--- config.mk ---
export PLATFORM = sky130hd
export DESIGN_NAME = sweep_acq_controller
export DESIGN_NICKNAME = d
export VERILOG_FILES = /design/src/rtl/sweep_acq_controller.sv
export SDC_FILE = /design/constraint.sdc
export NUM_CORES = 1
export LEC_CHECK = 0
export CORE_ASPECT_RATIO = 1.4
export CORE_MARGIN = 2
export CORE_UTILIZATION = 35
export CTS_CLUSTER_DIAMETER = 60
export DETAILED_ROUTE_END_ITERATION = 6
export PLACE_DENSITY = 0.66
export REMOVE_ABC_BUFFERS = 1
export SYNTH_ARGS = -nofsm -noshare
export SYNTH_HDL_FRONTEND = slang
export SYNTH_SLANG_ARGS = --single-unit
--- constraint.sdc ---
create_clock -name Clk -period 7.4 [get_ports Clk]
set_input_delay 2.22 -clock Clk [delete_from_list [all_inputs] [get_ports Clk]]
set_output_delay 2.22 -clock Clk [all_outputs]
set_load 0.02 [all_outputs]
--- src/rtl/sweep_acq_controller.sv ---
// Sweep-acquisition engine: steps a 10-bit DAC, reloads slow control, runs one acquisition per code
// and writes a header/trailer record pair per step. Optional macro SWEEP_ACQ_TIMEOUT_EN adds an ACQ timeout.
`timescale 1ns/1ps
module sweep_acq_controller #(
  parameter logic [15:0] TAIL_WORD      = 16'hFFFF,
  parameter logic [15:0] SETTLE_CYCLES  = 16'd1000
`ifdef SWEEP_ACQ_TIMEOUT_EN
  , parameter logic [31:0] TIMEOUT_CYCLES = 32'd40000000
`endif
) (
  input  logic        Clk,
  input  logic        reset,
  input  logic        SweepStartStop,
  input  logic [9:0]  StartDac,
  input  logic [9:0]  EndDac,
  input  logic [15:0] MaxPackageNumber,
  input  logic        SCLoadDone,
  input  logic [15:0] ParallelData,
  input  logic        ParallelData_en,
  output logic [9:0]  SweepAcq10BitDac,
  output logic        SweepAcqMicrorocSCParameterLoad,
  output logic        SweepAcqMicrorocAcqStartStop,
  output logic        SweepAcqForceMicrorocAcqReset,
  output logic [15:0] SweepAcqData,
  output logic        SweepAcqData_en,
  output logic        SweepAcqDone
);

  typedef enum logic [3:0] {
    IDLE, LOAD, WAIT_LOAD, SETTLE, HEADER, ACQ, STOP, TRAILER, NEXT, DONE
  } state_t;

  state_t      state_q, state_d;
  logic [9:0]  dac_q, dac_d;
  logic [15:0] settle_q, settle_d;
  logic [15:0] pkg_q, pkg_d;
  logic [15:0] data_q, data_d;
  logic        stop_cnt_q, stop_cnt_d;
  logic        abort_q, abort_d;
  logic        load_q, load_d;
  logic        acq_q, acq_d;
  logic        force_q, force_d;
  logic        data_en_q, data_en_d;
  logic        done_q, done_d;
`ifdef SWEEP_ACQ_TIMEOUT_EN
  logic [31:0] timer_q, timer_d;
  logic [32:0] timer_inc;
`endif

  logic        tail_hit;
  logic        abort_req;
  logic        settle_last;
  logic [15:0] pkg_inc;
  logic [16:0] settle_inc;

  function automatic logic [15:0] trailer_word(input logic [15:0] cnt);
`ifdef SWEEP_ACQ_TIMEOUT_EN
    return {1'b1, cnt[14:0]};
`else
    return cnt;
`endif
  endfunction

  assign tail_hit    = ParallelData_en && (ParallelData == TAIL_WORD);
  assign pkg_inc     = pkg_q + 16'd1;
  assign settle_inc  = {1'b0, settle_q} + 17'd1;
  assign settle_last = settle_inc >= {1'b0, SETTLE_CYCLES};
  assign abort_req   = !SweepStartStop && (state_q != IDLE) && (state_q != DONE);
`ifdef SWEEP_ACQ_TIMEOUT_EN
  assign timer_inc   = {1'b0, timer_q} + 33'd1;
`endif

  always_comb begin
    state_d    = state_q;
    dac_d      = dac_q;
    settle_d   = settle_q;
    pkg_d      = pkg_q;
    data_d     = data_q;
    stop_cnt_d = 1'b0;
    abort_d    = abort_q;
    load_d     = 1'b0;
    data_en_d  = 1'b0;
    done_d     = 1'b0;
`ifdef SWEEP_ACQ_TIMEOUT_EN
    timer_d    = timer_q;
`endif
    case (state_q)
      IDLE: begin
        abort_d = 1'b0;
        if (SweepStartStop) begin
          if (StartDac > EndDac) begin
            state_d = DONE;
          end else begin
            dac_d   = StartDac;
            state_d = LOAD;
          end
        end
      end
      LOAD: begin
        load_d  = 1'b1;
        state_d = WAIT_LOAD;
      end
      WAIT_LOAD: begin
        if (SCLoadDone) begin
          settle_d = 16'd0;
          state_d  = SETTLE;
        end
      end
      SETTLE: begin
        if (settle_last) state_d = HEADER;
        else             settle_d = settle_inc[15:0];
      end
      HEADER: begin
        data_d    = {6'b110000, dac_q};
        data_en_d = 1'b1;
        pkg_d     = 16'd0;
`ifdef SWEEP_ACQ_TIMEOUT_EN
        timer_d   = 32'd0;
`endif
        state_d   = (MaxPackageNumber == 16'd0) ? TRAILER : ACQ;
      end
      ACQ: begin
        if (tail_hit) begin
          pkg_d = pkg_inc;
          if (pkg_inc == MaxPackageNumber) state_d = STOP;
        end
`ifdef SWEEP_ACQ_TIMEOUT_EN
        timer_d = timer_inc[31:0];
        if (timer_inc >= {1'b0, TIMEOUT_CYCLES}) state_d = STOP;
`endif
      end
      STOP: begin
        if (stop_cnt_q) state_d = abort_q ? IDLE : TRAILER;
        else            stop_cnt_d = 1'b1;
      end
      TRAILER: begin
        data_d    = trailer_word(pkg_q);
        data_en_d = 1'b1;
        state_d   = NEXT;
      end
      NEXT: begin
        if (dac_q == EndDac) begin
          state_d = DONE;
        end else begin
          dac_d   = dac_q + 10'd1;
          state_d = LOAD;
        end
      end
      DONE: begin
        done_d = SweepStartStop;
        if (!SweepStartStop) state_d = IDLE;
      end
      default: state_d = IDLE;
    endcase

    // Abort funnels every active state through the 2-cycle reset pulse and drops pending records.
    if (abort_req) begin
      abort_d   = 1'b1;
      load_d    = 1'b0;
      data_en_d = 1'b0;
      if (state_q == STOP) state_d = stop_cnt_q ? IDLE : STOP;
      else                 state_d = STOP;
    end

    acq_d   = (state_d == ACQ);
    force_d = (state_d == STOP);
  end

  always_ff @(posedge Clk or posedge reset) begin
    if (reset) begin
      state_q    <= IDLE;
      dac_q      <= 10'd0;
      settle_q   <= 16'd0;
      pkg_q      <= 16'd0;
      data_q     <= 16'd0;
      stop_cnt_q <= 1'b0;
      abort_q    <= 1'b0;
      load_q     <= 1'b0;
      acq_q      <= 1'b0;
      force_q    <= 1'b0;
      data_en_q  <= 1'b0;
      done_q     <= 1'b0;
`ifdef SWEEP_ACQ_TIMEOUT_EN
      timer_q    <= 32'd0;
`endif
    end else begin
      state_q    <= state_d;
      dac_q      <= dac_d;
      settle_q   <= settle_d;
      pkg_q      <= pkg_d;
      data_q     <= data_d;
      stop_cnt_q <= stop_cnt_d;
      abort_q    <= abort_d;
      load_q     <= load_d;
      acq_q      <= acq_d;
      force_q    <= force_d;
      data_en_q  <= data_en_d;
      done_q     <= done_d;
`ifdef SWEEP_ACQ_TIMEOUT_EN
      timer_q    <= timer_d;
`endif
    end
  end

  assign SweepAcq10BitDac                = dac_q;
  assign SweepAcqMicrorocSCParameterLoad = load_q;
  assign SweepAcqMicrorocAcqStartStop    = acq_q;
  assign SweepAcqForceMicrorocAcqReset   = force_q;
  assign SweepAcqData                    = data_q;
  assign SweepAcqData_en                 = data_en_q;
  assign SweepAcqDone                    = done_q;

endmodule

Yosys cells after proc, flatten, opt, wreduce, memory -nomap -nowiden
Cells that the tools add are included.

Flip-flop bits (word level): 69. Bits of input ports: 57. Output and inout port bits: 31. Word-level logic and storage cells: 88.

Add/sub/neg operators: 3. $lt $le $gt $ge: 2. Equal/unequal tests: 21. Muxes and demuxes: 34. Reductions and logical operators: 16.

Operator list (count): $pmux 16 s2 (3); $mux 16 (3); $mux 4 (10); $pmux 4 s10 (1); $mux 10 (3); $eq 4x3->1 const B (6); $pmux 10 s2 (1); $add 16x1->17 const B (1); $ge 17x10->1 const B (1); $add 16x1->16 const B (1); $eq 16x16->1 (1); $eq 16x16->1 const B (1); $logic_not 16->1 (1); $ne 2x2->1 const B (6); $add 10x1->10 const B (1); $eq 10x10->1 (1); $gt 10x10->1 (1); $reduce_bool 2->1 (5); $mux 1 (9); $mux 3 (3); $eq 4x2->1 const B (2); $eq 4x4->1 const B (2); $eq 4x1->1 const B (1); $logic_not 4->1 (1); other kinds (9) (11).

Logic depth before layout (Yosys ltp)
Gate-level depths: netlist (run 1).

Depth after elaboration: 7. Depth in mapped cells: 11. Gate-level depth less buffers: 10.

Worst setup path after synthesis (run 1)
No wires, ideal clock.

Path kind: input port to flip-flop. From: input port EndDac[3]. To: register dac_q[1] (netlist: SweepAcq10BitDac[1]). Library setup time: 0.125 ns. Data arrival time: 4.011 ns. Required time: 7.275 ns. Path slack: 3.264 ns. Stages on the path: 10. Buffers on the path: 0. Cell sequence: inv_1 ha_1 a21o_1 a21o_1 a21oi_1 o211ai_1 nand2_1 nand2_1 a21oi_1 mux2_2.

Word-level cells in the longest chain between the ends: 3. Elaborated cells on any way between the ends: 5. Those cells by class: order compare: 1; eq/ne: 3; reduce/logical: 1.

Ends and longest elaborated chain: start, declared (line 15) `input logic [9:0] EndDac,`; $gt 10x10->1 / $eq 10x10->1 (equally long branches) (line 91, 142); $ne 2x2->1 (no source line); $reduce_and 4->1 (no source line) *; end signal, assigned (line 172) `dac_q <= 10'd0;`; end signal, assigned (line 188) `dac_q <= dac_d;`; end, declared (line 34) `logic [9:0] dac_q, dac_d;`.

Mark *: on every way between the ends. The rest lies on a longest branch, timed or not. A chain may end at the register's enable or synchronous reset.

Worst setup path after layout (run 1)
From: input port EndDac[7]. To: register dac_q[1] (netlist: SweepAcq10BitDac[1]).

Same word-level chain as after synthesis.

==> results.cfg, run 1 <==
[floorplanning]
rows = 50
die_w_microns = 102
die_height_microns = 141
pin_count = 88
coreArea_sq_um = 13200
start_util_pct = 35.4
die-area_sq_um = 14300

[synthesis]
syn_inst = 558
ys_seq_elements = 69
async_reset_ff_share_pct = 100
synth_edf_count = 0
synth_seq_area_share_pct = 36.9
synth_ff_type = dfrtp_1
synth_area_per_cell_sq_um = 8.38
yosys_warnings = 0
synth_area_sq_um = 4680
synth.distinct_cells = 65

[clock_network]
cts_resized = 0
htree_levels = 3
clock_sinks = 69
cts_buffer_depth = 2
post-cts-setup-buffers = 0
cts-root-buf = clkbuf_16
clk_pin_slew_ns = 0.06
cts_made_buffers = 9
ctsHoldBuffers = 0
insertion_delay_ns = 0.33
cts_tree = built

[worst_setup_path]
r2r_end = SweepAcqMicrorocAcqStartStop
crit_arrival_ns = 4.85
max_stage_delay_ns = 0.62
reg2reg_slack_ns = 4.25
cp-end-kind = register
slowest_stage = a21oi_1
crit_end = SweepAcq10BitDac[1]
r2r_start = pkg_q[0]
cp_max_fo = 9
crit_required_ns = 7.62
critical_path.startpoint = EndDac[7]
criticalPathCategory = in -> reg
worstSetupStartpointType = primary input
path_cells = clkdlybuf4s50_1 > inv_1 > ha_1 > a21oi_1 > nor2b_1 > o21ai_0 > o211ai_1 > nand2_1 > nand2_1 > a21oi_1 > mux2_2
reg2reg_depth = 9

[timing]
fin_crit_sh_pct = 62.6
fin_tns_setup_ns = 0
finalHoldViolCount = 0
fmax_mhz = 216
hold_ws_ns = 0.496
finalMaxSlewViolations = 0
fin_crit_ns = 4.64
relSlewSlack_pct = 40.6
rsz0062_at_grt = false
fin_skew_ns = 0.00874
worst_pin_slew_ns = 0.883
setup_violations = 0

[global_route]
grt_max_degree = 70
grt_pass1_vias = 4457
grt_pass1_wl_mm = 21.7
grt-ovfl-total = 0
grt_antenna_before_repair = 0
grtUsageTotal_pct = 19.0

[drt]
drc = 0
antenna_left = 0
vias_per_cell = 5.59
first_pass_iters = 5
drtIter0Drc = 341
routedWlPerCell_microns = 16.4
wl_mm = 13.3
vias = 4548

[placement]
gp_congestion = 0.862
dp_hpwl_mm = 9.88
io_buffers = 87
placed_area_sq_um = 5660

[cells_and_area]
final_core_util_pct = 45.1
nets = 697
final_common_cell = clkdlybuf4s50_1
nFillCells = 1311
final_cell_mix = clkdlybuf4s50_1 (87), dfrtp_1 (69), nand2_1 (61), o21ai_0 (46), nor2_1 (45)
diodes = 0
drive_gt1_share_pct = 5.71
stdcell_area_sq_um = 5950
syn_to_final_growth_pct = 27.2

[power]
power_density_nw_per_um2 = 291
cellLeakagePower_nw = 2.42
irDropWorstVdd_mv = 0.153

[status]
status = finished, final reports clean

[worst_hold_path]
hold_path_class = reg -> reg

[flow_run]
maxCapViolCount = 0
[cell usage after synthesis, types with 2 or more instances]
master,number,area share [%]
dfrtp_1,69,37
nand2_1,61,4.9
o21ai_0,46,4.9
nor2_1,45,3.6
a21oi_1,23,2.5
nand3_1,21,2.2
xnor2_1,21,3.9
clkbuf_1,19,1.5
inv_1,19,1.5
nand4_1,17,2.3
nor3_1,16,1.7
o31ai_1,16,2.6
a31oi_1,15,2.0
nor2b_1,15,2.0
xor2_1,15,2.8
ha_1,13,3.5
a22oi_1,12,1.9
nor4_1,12,1.6
buf_2,11,1.2
and2_1,10,1.3
and3_1,7,0.94
nand2b_1,7,0.94
or3_1,5,0.67
a21o_1,4,0.64
o22a_1,4,0.75
a211oi_1,3,0.48
a22o_1,3,0.56
a41oi_1,3,0.56
mux2i_1,3,0.64
nor3b_1,3,0.48
mux2_2,2,0.48
o211ai_1,2,0.32
o21a_1,2,0.32
o22ai_1,2,0.27
o32ai_1,2,0.37
[state kept, by name (all words and copies together), names as in the netlist]
name and count:
SweepAcqDone 1, SweepAcqData_en 1, SweepAcqData 16, abort_q 1, SweepAcqMicrorocSCParameterLoad 1, settle_q 16
state_q 4, SweepAcqForceMicrorocAcqReset 1, stop_cnt_q 1, pkg_q 16, SweepAcqMicrorocAcqStartStop 1, SweepAcq10BitDac 10
[final cells by class]
| type | count | area, sq um | share of cell area, % |
|---|---|---|---|
| multi-input cells | 436 | 2720 | 45.8 |
| flip-flops and latches | 69 | 1730 | 29.0 |
| repair buffers | 92 | 908 | 15.3 |
| clock buffers | 10 | 229 | 3.85 |
| well taps | 182 | 228 | 3.83 |
| inverters | 19 | 71.3 | 1.20 |
| clock inverters | 5 | 62.6 | 1.05 |
[metal layers]
metal | up-vias | global-route usage (%) | part of all wire (%)
li1 | 2168 | - | -
met4 | 0 | 7.61 | 2.5
met1 | 2224 | 22.7 | 41
met3 | 27 | 4.36 | 5.1
met5 | - | 0 | 0
met2 | 129 | 32.3 | 51
[power breakdown]
group	switching [W]	internal [W]
Combinational	0.000376	0.000311
Clock	0.000165	0.000260
Sequential	0.000152	0.000466
[critical path: cells and delay by family]
family / cells / cell delay [ns]
AO/OA/AOI/OAI: 4 / 1.14
adder cells (fa/ha/maj): 1 / 0.30
buffers and inverters: 2 / 0.55
multiplexers: 1 / 0.41
AND/OR/NAND/NOR: 3 / 0.23
[per-stage QoR]
step | setup WS (ns) | power [W] | instances
after global routing | 2.55 | 0.00184 | 813
after CTS | 2.77 | 0.00174 | 813
after detailed placement | 2.42 | 0.00131 | 798
after floorplan | 3.28 | 0.000995 | 524
after global placement | 2.52 | 0.00130 | 798
final | 2.76 | 0.00173 | 813
[how the worst min path moves through the flow]
stage / slack, ns / start / cells after the start / end
floorplan: 0.47 / settle_q[15] / 1 / settle_q[15]
global placement: 0.46 / SweepAcqData[5] / 2 / SweepAcqData[5]
detailed placement: 0.47 / SweepAcqData[5] / 2 / SweepAcqData[5]
CTS: 0.49 / SweepAcqData[5] / 2 / SweepAcqData[5]
global route: 0.52 / settle_q[15] / 1 / settle_q[15]
finish: 0.50 / SweepAcqData[5] / 2 / SweepAcqData[5]
[kinds of logic (layout without fill, tap and decap cells)]
logic type | after synthesis | in the layout | synth area share, %
and+or+nand+nor | 233 | 233 | 26.0
AOI/OAI and AO/OA | 148 | 148 | 20.5
DFF | 69 | 69 | 36.9
buffers and inverters | 53 | 126 | 4.90
xor gates and xnor gates | 36 | 36 | 6.74
adders and majority gates | 13 | 13 | 3.48
muxes | 6 | 6 | 1.44
(Power assumes the default switching activity.)
==> inputs of run 2 (changes only) <==
- clock period: 7.4 -> 4.75 ns (I/O delays scaled with it)
==> run 2 against run 1 <==
- combinational power grew 57%
- count of clock-buffer cells in the layout shrank 1
- clock skew shrank 0.0022 ns
- die area is the same
- critical path depth grew 1
- clock power grew 74%
- sequential power grew 57%
- worst hold slack gained 0.0021 ns
- flip-flop and latch count is the same
- global-route usage grew 0.23 points
- setup slack lost 1.6 ns
- cell count grew 0.25%
- critical endpoint unchanged
==> results.cfg, run 2 (synthesis gave the netlist of run 1 again) <==
[status]
status = finished, final reports clean

[clock_network]
htree_levels = 3
cts_resized = 0
clk_pin_slew_ns = 0.06
insertion_delay_ns = 0.34
ctsHoldBuffers = 0
cts_tree = built
clock_sinks = 69
cts_made_buffers = 9
post-cts-setup-buffers = 0
cts_buffer_depth = 2
cts-root-buf = clkbuf_16

[flow_run]
maxCapViolCount = 0

[floorplanning]
die-area_sq_um = 14300
coreArea_sq_um = 13200
start_util_pct = 35.4
pin_count = 88
rows = 50
die_w_microns = 102
die_height_microns = 141

[cells_and_area]
final_cell_mix = clkdlybuf4s50_1 (87), dfrtp_1 (69), nand2_1 (61), o21ai_0 (46), nor2_1 (45)
drive_gt1_share_pct = 6.16
stdcell_area_sq_um = 5990
final_core_util_pct = 45.4
final_common_cell = clkdlybuf4s50_1
syn_to_final_growth_pct = 28.0
diodes = 0
nFillCells = 1288
nets = 698

[drt]
vias = 4556
drc = 0
first_pass_iters = 5
routedWlPerCell_microns = 16.5
vias_per_cell = 5.59
antenna_left = 0
drtIter0Drc = 339
wl_mm = 13.5

[global_route]
grt_antenna_before_repair = 0
grt_pass1_wl_mm = 22.1
grt_max_degree = 47
grt-ovfl-total = 0
grt_pass1_vias = 4456
grtUsageTotal_pct = 19.2

[worst_setup_path]
cp-end-kind = register
crit_required_ns = 4.96
cp_max_fo = 9
crit_arrival_ns = 3.78
worstSetupStartpointType = primary input
criticalPathCategory = in -> reg

[timing]
fin_crit_ns = 3.56
fmax_mhz = 281
setup_violations = 0
fin_skew_ns = 0.00656
relSlewSlack_pct = 44.8
fin_crit_sh_pct = 75.0
finalHoldViolCount = 0
rsz0062_at_grt = false
worst_pin_slew_ns = 0.821
finalMaxSlewViolations = 0
fin_tns_setup_ns = 0

[placement]
dp_hpwl_mm = 9.90
io_buffers = 87
placed_area_sq_um = 5660
gp_congestion = 0.904

[power]
power_density_nw_per_um2 = 466
irDropWorstVdd_mv = 0.225
cellLeakagePower_nw = 2.44

[worst_hold_path]
hold_path_class = reg -> reg
[run 2: cell count changes in the layout (fill, tap and decap cells not counted), sizes merged]
cell,before,now
bufinv,1,2
clkinvlp,2,1
clkbuf,10,9
inv,19,20
clkinv,2,3
buf,5,6
[run 2: area by class of cell]
class	count	area, sq um	area share [%]
clock buffers	9	225	3.76
clock inverters	7	98.8	1.65
inverters	19	71.3	1.19
multi-input cells	436	2720	45.5
flip-flops and latches	69	1730	28.8
well taps	182	228	3.80
repair buffers	93	916	15.3
[run 2: power breakdown]
group / total [W] / leakage (nW) / internal, W / switching (W)
registers: 0.000966 / 0.901 / 0.000725 / 0.000241
logic: 0.00108 / 1.39 / 0.000488 / 0.000596
clock network: 0.000738 / 0.156 / 0.000462 / 0.000276
total: 0.00279 / 2.44 / 0.00168 / 0.00111
[run 2: path summary, 6_finish.rpt]
| path | slack, ns | cells past startpoint | from | end |
|---|---|---|---|---|
| hold reg to reg | 0.50 | 1 | SweepAcqData[15] | SweepAcqData[15] |
| setup reg to reg | 1.67 | 9 | pkg_q[0] | SweepAcqForceMicrorocAcqReset |
| hold / removal | 0.50 | 1 | SweepAcqData[15] | SweepAcqData[15] |
| setup / recovery | 1.19 | 12 | EndDac[7] | SweepAcq10BitDac[1] |
| max in group asynchronous | 2.33 | 3 | reset | abort_q |
| min in group asynchronous | 1.44 | 2 | reset | pkg_q[5] |
[run 2: layer usage]
metal  GRT usage (%)  vias up  wire length (microns)
met5               0        -                      0
met4            7.61        0                    294
met3            2.78       21                    653
met2            32.0      178                   6680
met1            24.7     2200                   5820
li1                -     2157                      -
[run 2: worst max-delay path, stage by stage]
cell,delay [ns]
clkdlybuf4s50_1,0.51
inv_1,0.06
ha_1,0.30
a21oi_1,0.15
nor2b_1,0.06
o21ai_0,0.22
o211ai_1,0.16
nand2_1,0.10
nand2_1,0.07
a21oi_1,0.19
buf_4,0.19
mux2_2,0.35
[run 2: per-stage QoR]
step | instances | total power (W) | hold slack (ns) | worst slack (ns)
after detailed placement | 799 | 0.00205 | 0.472 | 0.868
after floorplan | 524 | 0.00155 | 0.468 | 1.43
final | 815 | 0.00279 | 0.498 | 1.19
after global routing | 815 | 0.00295 | 0.518 | 0.974
after CTS | 815 | 0.00279 | 0.499 | 1.21
after global placement | 799 | 0.00203 | 0.469 | 0.984
==> inputs of run 3 (changes only) <==
- clock period: 4.75 -> 3.4 ns (I/O delays scaled with it)
==> run 3 against run 2 <==
- clock power grew 28%
- global-route usage about the same
- critical path depth decreased by 1
- worst hold slack got worse by 0.0067 ns
- non-clock buffer count is 3 higher
- wire length down 1.3%
- first-iteration DRC count is 27% higher
- flip-flop and latch count did not move
- cell count rose by 0.37%
- total power grew 36%
- count of clock-buffer cells in the layout up 1
- critical endpoint unchanged
- largest cell class unchanged
==> results.cfg, run 3 (synthesis gave the netlist of run 1 again) <==
[status]
status = finished, final reports clean

[power]
power_density_nw_per_um2 = 633
cellLeakagePower_nw = 2.46
total_power_w = 0.00380
irDropWorstVdd_mv = 0.340

[clock_network]
clock_sinks = 69
htree_levels = 3
ctsHoldBuffers = 0
cts_resized = 0
cts_made_buffers = 9
clk_pin_slew_ns = 0.06
cts_buffer_depth = 2
cts_tree = built
cts-root-buf = clkbuf_16
post-cts-setup-buffers = 0
insertion_delay_ns = 0.34

[flow_run]
maxCapViolCount = 0

[worst_setup_path]
cp-end-kind = register
crit_arrival_ns = 3.24
worstSetupStartpointType = primary input
cp_max_fo = 2
crit_required_ns = 3.61
criticalPathCategory = in -> reg
critical_path.startpoint = EndDac[3]
r2r_start = settle_q[0]

[timing]
fin_skew_ns = 0.00814
fin_crit_ns = 3.03
fin_tns_setup_ns = 0
finalHoldViolCount = 0
worst_pin_slew_ns = 1.29
finalMaxSlewViolations = 0
rsz0062_at_grt = false
setup_violations = 0
fmax_mhz = 330
fin_crit_sh_pct = 89.2
relSlewSlack_pct = 13.6

[global_route]
grt-ovfl-total = 0
grt_pass1_wl_mm = 22.0
grtUsageTotal_pct = 19.2
grt_max_degree = 70
grt_pass1_vias = 4459
grt_antenna_before_repair = 0

[drt]
drc = 0
wl_met3_microns = 640
first_pass_iters = 5
wl_mm = 13.3
vias = 4512
met1_length_mm = 5.69
maxUsedRoutingLayer = met4
vias_per_cell = 5.52
antenna_left = 0
drtIter0Drc = 432
routedWlPerCell_microns = 16.2
wl_met2_mm = 6.61

[cells_and_area]
diodes = 0
final_cell_mix = clkdlybuf4s50_1 (87), dfrtp_1 (69), nand2_1 (61), o21ai_0 (46), nor2_1 (45)
register_area_sq_um = 1730
multi_input_area_sq_um = 2720
final_common_cell = clkdlybuf4s50_1
nets = 701
syn_to_final_growth_pct = 28.3
nFillCells = 1302
drive_gt1_share_pct = 6.60

[worst_hold_path]
hold_path_class = reg -> reg
hold_start = SweepAcqData[13]

[floorplanning]
rows = 50
die_w_microns = 102
die-area_sq_um = 14300
coreArea_sq_um = 13200
die_height_microns = 141
start_util_pct = 35.4
pin_count = 88

[placement]
dp_hpwl_mm = 9.77
gp_congestion = 0.952
io_buffers = 87
-- run 3: cell count changes in the layout (fill, tap and decap cells not counted), sizes merged --
cell,previous run,this run
clkbuf,9,10
clkinvlp,1,0
bufinv,2,1
clkinv,3,5
buf,6,9
inv,20,19
-- run 3: cell type report --
class / instances / area share [%]
clock buffer: 10 / 3.98
sequential: 69 / 28.8
clock inverter: 6 / 1.04
tap: 182 / 3.80
inverter: 19 / 1.19
multi-input combinational: 436 / 45.4
timing repair buffer: 96 / 15.8
-- run 3: layer usage --
metal	up-vias	GRT usage, %
met4	0	6.90
met5	-	0
met1	2160	25.0
met2	146	31.9
met3	24	3.22
li1	2182	-
-- run 3: final timing paths --
| check | depth (start not counted) | endpoint | slack [ns] |
|---|---|---|---|
| worst max-delay path | 11 | SweepAcq10BitDac[1] | 0.37 |
| worst min-delay path | 2 | SweepAcqData[13] | 0.49 |
| worst max register to register | 9 | settle_q[4] | 0.47 |
| worst min register to register | 2 | SweepAcqData[13] | 0.49 |
| max in group asynchronous | 3 | settle_q[4] | 2.01 |
| min in group asynchronous | 3 | pkg_q[10] | 1.07 |
-- run 3: worst max-delay path: stages --
cell	delay, ns
clkdlybuf4s50_1	0.49
inv_1	0.05
ha_1	0.28
a21o_1	0.16
a21o_1	0.18
a21oi_1	0.14
o211ai_1	0.13
nand2_1	0.12
nand2_1	0.07
a21oi_1	0.24
mux2_2	0.37
-- run 3: through the flow --
stage	cells	cell area, sq um	hold slack, ns	setup slack [ns]	util, %
4_1_cts	818	6000	0.500	0.400	45.5
6_report	818	6000	0.491	0.368	45.5
2_1_floorplan	524	4520	0.468	0.482	-
3_5_place_dp	802	5700	0.486	0.0469	43.2
5_1_grt	818	6000	0.527	0.116	45.5
3_3_place_gp	802	5700	0.475	0.0982	43.2
-- run 3: power breakdown --
group | switching, W | internal [W]
sequential | 0.000337 | 0.00101
clock | 0.000360 | 0.000586
combinational | 0.000824 | 0.000676
total | 0.00152 | 0.00228
